===== config.mk =====
export PLATFORM = sky130hd
export DESIGN_NAME = instr_mem_loader
export DESIGN_NICKNAME = d
export VERILOG_FILES = /design/src/rtl/instr_mem_loader.sv
export SDC_FILE = /design/constraint.sdc
export NUM_CORES = 1
export LEC_CHECK = 0
export CAP_MARGIN = 20
export CORE_MARGIN = 2
export CORE_UTILIZATION = 40
export DETAILED_ROUTE_END_ITERATION = 10
export GPL_ROUTABILITY_DRIVEN = 0
export PLACE_DENSITY_LB_ADDON = 0.3
export RECOVER_POWER = 50
export SYNTH_ARGS = -nofsm -noshare
export SYNTH_HDL_FRONTEND = slang
export SYNTH_SLANG_ARGS = --single-unit

===== constraint.sdc =====
create_clock -name clk -period 3.62 [get_ports clk]
set_clock_uncertainty 0.1 [all_clocks]
set_input_delay 0.543 -clock clk [delete_from_list [all_inputs] [get_ports clk]]
set_output_delay 0.543 -clock clk [all_outputs]
set_load 0.02 [all_outputs]

===== src/rtl/instr_mem_loader.sv =====
// Assembles big-endian bytes into 32-bit words and writes them to the instruction memory.
// Latency: byte_ready rises 1 cycle after start; we rises 1 cycle after the 4th byte; 5 cycles/word sustained.
// Backpressure: byte_ready drops during the write cycle and outside a load; the block waits indefinitely for bytes.
module instr_mem_loader #(
  parameter int unsigned MEM_DEPTH = 100,
  parameter logic [31:0] BASE_ADDR = 32'h0000_0000
) (
  input  logic        clk,
  input  logic        rst_n,
  input  logic        start,
  input  logic [31:0] num_words,
  input  logic [7:0]  byte_in,
  input  logic        byte_valid,
  output logic        byte_ready,
  output logic        we,
  output logic [31:0] wa,
  output logic [31:0] wd,
  output logic        busy,
  output logic        done,
  output logic        error
);

  typedef enum logic [1:0] {
    S_IDLE,
    S_COLLECT,
    S_WRITE,
    S_DONE
  } state_t;

  state_t      state_q, state_d;
  logic [31:0] num_q, num_d;
  logic [31:0] addr_q, addr_d;
  logic [31:0] wcnt_q, wcnt_d;
  logic [1:0]  bcnt_q, bcnt_d;
  logic [23:0] part_q, part_d;
  logic        ready_q, ready_d;
  logic        we_q, we_d;
  logic [31:0] wa_q, wa_d;
  logic [31:0] wd_q, wd_d;
  logic        busy_q, busy_d;
  logic        done_q, done_d;
  logic        error_q, error_d;

  logic        byte_acc;
  logic [31:0] wcnt_inc;

  assign byte_acc = byte_valid && ready_q;
  assign wcnt_inc = wcnt_q + 32'd1;

  // Next-state and registered-output computation; everything holds unless a state changes it.
  always_comb begin
    state_d = state_q;
    num_d   = num_q;
    addr_d  = addr_q;
    wcnt_d  = wcnt_q;
    bcnt_d  = bcnt_q;
    part_d  = part_q;
    ready_d = ready_q;
    we_d    = 1'b0;
    wa_d    = wa_q;
    wd_d    = wd_q;
    busy_d  = busy_q;
    done_d  = 1'b0;
    error_d = error_q;

    unique case (state_q)
      S_IDLE: begin
        if (start) begin
          if (num_words > 32'(MEM_DEPTH)) begin
            // Oversized request: flag it and never touch memory.
            error_d = 1'b1;
          end else if (num_words == 32'd0) begin
            error_d = 1'b0;
            done_d  = 1'b1;
            state_d = S_DONE;
          end else begin
            error_d = 1'b0;
            num_d   = num_words;
            addr_d  = BASE_ADDR;
            wcnt_d  = 32'd0;
            bcnt_d  = 2'd0;
            part_d  = 24'd0;
            busy_d  = 1'b1;
            ready_d = 1'b1;
            state_d = S_COLLECT;
          end
        end
      end

      S_COLLECT: begin
        if (byte_acc) begin
          if (bcnt_q == 2'd3) begin
            // Fourth byte completes the word; earlier bytes sit in the upper lanes.
            we_d    = 1'b1;
            wd_d    = {part_q, byte_in};
            wa_d    = addr_q;
            ready_d = 1'b0;
            bcnt_d  = 2'd0;
            part_d  = 24'd0;
            state_d = S_WRITE;
          end else begin
            part_d = {part_q[15:0], byte_in};
            bcnt_d = bcnt_q + 2'd1;
          end
        end
      end

      S_WRITE: begin
        addr_d = addr_q + 32'd4;
        wcnt_d = wcnt_inc;
        if (wcnt_inc == num_q) begin
          done_d  = 1'b1;
          state_d = S_DONE;
        end else begin
          ready_d = 1'b1;
          state_d = S_COLLECT;
        end
      end

      S_DONE: begin
        busy_d  = 1'b0;
        state_d = S_IDLE;
      end

      default: begin
        state_d = S_IDLE;
      end
    endcase
  end

  // State and output registers; reset aborts any load in progress and drops the partial word.
  always_ff @(posedge clk or negedge rst_n) begin
    if (!rst_n) begin
      state_q <= S_IDLE;
      num_q   <= 32'd0;
      addr_q  <= 32'd0;
      wcnt_q  <= 32'd0;
      bcnt_q  <= 2'd0;
      part_q  <= 24'd0;
      ready_q <= 1'b0;
      we_q    <= 1'b0;
      wa_q    <= 32'd0;
      wd_q    <= 32'd0;
      busy_q  <= 1'b0;
      done_q  <= 1'b0;
      error_q <= 1'b0;
    end else begin
      state_q <= state_d;
      num_q   <= num_d;
      addr_q  <= addr_d;
      wcnt_q  <= wcnt_d;
      bcnt_q  <= bcnt_d;
      part_q  <= part_d;
      ready_q <= ready_d;
      we_q    <= we_d;
      wa_q    <= wa_d;
      wd_q    <= wd_d;
      busy_q  <= busy_d;
      done_q  <= done_d;
      error_q <= error_d;
    end
  end

  assign byte_ready = ready_q;
  assign we         = we_q;
  assign wa         = wa_q;
  assign wd         = wd_q;
  assign busy       = busy_q;
  assign done       = done_q;
  assign error      = error_q;

endmodule

==> flow_metrics.tcl <==
set metrics [dict create \
    clkPwrFrac 0.469 \
    syn_inst 912 \
    firstDrtPassIters 5 \
    finalNetCount 1054 \
    synth_xor_area_frac 0.0634 \
    max-cap-violations 1 \
    cts_inserted_buffers 17 \
    cts_max_level 4 \
    maxSlewHeadroom -0.113 \
    netlist_area_mm2 0.00934 \
    arrival_ps 3560 \
    p_comb_frac 0.024 \
    synthSimpleGateAreaFrac 0.212 \
    drtAntennaViolNets 0 \
    ys.flop_type "dfrtp_1" \
    yosys.area.top_type "dfrtp_1" \
    port-buffer-count 110 \
    p_leak_nw 5.15 \
    syn-mean-instance-area_um2 10.2 \
    core_mm2 0.0228 \
    syn2layout_area_growth_pct 22.3 \
    synth_top_area_frac 0.506 \
    setup_viol 0 \
    synth_seq_cells 189 \
    worst-path-buf-inv 0 \
    max_freq_ghz 0.299 \
    swShare 0.251 \
    peakVddDrop_v 0.000436 \
    crit_cells 9 \
    min_path_cells 2 \
    grt_max_degree 76 \
    initial_core_util 0.410 \
    status "finished, violations left" \
    post_cts_buffers 0 \
    crit_chain "ha_1 > and4_1 > nand3_2 > nor3_2 > mux2i_1 > or4_1 > nor4_1 > nand4_1 > o31ai_1" \
    holdWs_ps 381 \
    fin_crit_sh 0.925 \
    rsz0062_at_grt "false" \
    intPower_mw 3.11 \
    yosysUniqueCellTypes 66 \
    postLayoutCoreUtil 0.502 \
    synth-async-reset-ratio 1.00 \
    rr_startpoint "wcnt_q[0]" \
    cts.sinks 189 \
    rr_worst_depth 9 \
    r2r-end "done" \
    rows 55 \
    critPathLaunchType "register" \
    worstMarginPinSlew_ps 1670 \
    required_ps 3830 \
    crit_path_max_incr_delay_ps 510 \
    yosys_warnings 0 \
    cts_buffer_depth 2 \
    synth.most_common_cell "dfrtp_1" \
    place_hpwl_um 15100 \
    setup_tns_ps 0 \
    cts_hold_buf 0 \
    drc_errors 0 \
    violations "max-capacitance violations, max-slew violations" \
    synth_top_family_by_area "simple AND/OR/NAND/NOR gates" \
    clock_latency_ps 440 \
    cp_max_fo 8 \
    power_frac_seq 0.507 \
    worstSetupEndpoint "done" \
    grt_pass1_vias 7057 \
    path_class "reg -> reg" \
    cts_resized 0 \
    layout-drive-gt1-share 0.145 \
    synth_edf_count 0 \
    nFillCells 2075 \
    wirelength_um 22000 \
    yosysSeqAreaShare 0.506 \
    fin_crit_ps 3350 \
    diodes 0 \
    dr.first_iter.drc_count 408 \
    crit_start "wcnt_q[0]" \
    hp-start "part_q[17]" \
    synthAdderAreaFrac 0.00402 \
    dieArea_mm2 0.0246 \
    antenna_found_initial 0 \
    die-height_um 157 \
    synth-compound-area-share 0.0915 \
    hold_class "reg -> reg" \
    report.final.slew_viol_count 69 \
    fp.dieW_um 157 \
    routed-via-count 7122 \
    clk_pin_slew_ps 80 \
    grt_pass1_wl_um 36900 \
    io_pins 113 \
    cp_slowest_cell "dfrtp_1" \
    power_density_mw_per_mm2 364 \
    vias_per_cell 5.34 \
    cp-end-kind "register" \
    synth.area.top_cells "dfrtp_1, mux2_2, nand2_1" \
    synthTopCellsByCount "dfrtp_1, nand2_1, nor2_1" \
    grtUsageTotal 0.190 \
    cts_tree "built" \
    synth_mux_area_frac 0.0896 \
    overflow 0 \
    avgRoutedWirePerCell_um 16.5 \
    crit_family "simple AND/OR/NAND/NOR gates" \
    root_buffer "clkbuf_16" \
    r2r_slack_ps 270 \
    power.switching_mw 1.05 \
    finalHoldViolations 0 \
]
## registers in the layout, summed over array words and instances, names as in the netlist, 2 cells and up
name / flops
num_q: 32
wcnt_q: 32
bcnt_q: 2
wd: 32
part_q: 24
wa: 30
addr_q: 30
state_q: 2
## worst reg2reg max path, delay by kind of cell, from the launching register on
| kind | cells | cell delay [ps] |
|---|---|---|
| mux | 1 | 160 |
| flops | 1 | 510 |
| compound gates | 1 | 350 |
| fa+ha+maj | 1 | 380 |
| simple gates | 6 | 1740 |
## kinds of logic after synthesis
logic type,count (synthesis)
AOI/OAI and AO/OA,139
buffers and inverters,70
DFF,189
other,1
xor gates and xnor gates,66
muxes,75
and+or+nand+nor,369
adders and majority gates,3
## area by class of cell
class	count	area [um2]	share of cell area
sequential	189	4730	0.414
multi-input combinational	654	4320	0.378
timing repair buffer	134	1310	0.115
clock buffer	17	425	0.0372
tap	313	392	0.0343
clock inverter	15	204	0.0179
inverter	11	41.3	0.00361
## cells in the final DEF (no fill, tap or decap), types with 4 or more instances in the layout
cell type | Yosys | layout
nor3_1 | 12 | 12
o31ai_1 | 10 | 10
nor2_1 | 77 | 75
clkbuf_16 | 0 | 17
dlygate4sd3_1 | 0 | 32
xnor2_1 | 32 | 32
buf_4 | 7 | 18
and3_1 | 15 | 15
a21oi_1 | 24 | 24
mux2i_1 | 6 | 6
o21ai_0 | 58 | 58
and2_1 | 4 | 4
nor2b_1 | 25 | 24
and4_1 | 13 | 13
dfrtp_1 | 189 | 189
mux2_2 | 69 | 69
clkdlybuf4s50_1 | 0 | 77
clkinv_8 | 0 | 6
inv_1 | 11 | 11
nand2_1 | 106 | 105
a31oi_1 | 9 | 9
nor4_1 | 16 | 16
xor2_1 | 33 | 33
nor4_2 | 4 | 4
nand4_1 | 26 | 26
nand3_1 | 36 | 36
a22o_1 | 5 | 5
or4_1 | 6 | 6
o22ai_1 | 6 | 6
## worst min path at each step
stage                             to
after floorplan           addr_q[10]
after global placement    part_q[17]
after detailed placement  part_q[22]
after CTS                  wcnt_q[6]
after global routing      part_q[23]
final                     part_q[17]
## stage by stage
step | power [mW] | setup WS (ps) | instances | cell area, um2
after floorplan | 2.16 | 882 | 913 | 9340
after global placement | 2.26 | 112 | 1299 | 10800
after detailed placement | 2.26 | 171 | 1300 | 10800
after CTS | 4.21 | 300 | 1332 | 11400
after global routing | 4.31 | 54.5 | 1333 | 11400
final | 4.16 | 271 | 1333 | 11400
## power by group through the flow
stage | sequential, mW | combinational, mW | clock [mW]
after global placement | 2.15 | 0.107 | 0
after CTS | 2.11 | 0.108 | 2.00
after floorplan | 2.15 | 0.00922 | 0
after detailed placement | 2.15 | 0.108 | 0
after global routing | 2.11 | 0.114 | 2.08
final | 2.11 | 0.0992 | 1.95
## routing by layer
layer / GRT usage / routed length [um]
met1: 0.254 / 10300
met5: 0 / 0
met4: 0.0568 / 427
met2: 0.303 / 10200
met3: 0.0487 / 1080
(Power assumes the default switching activity.)
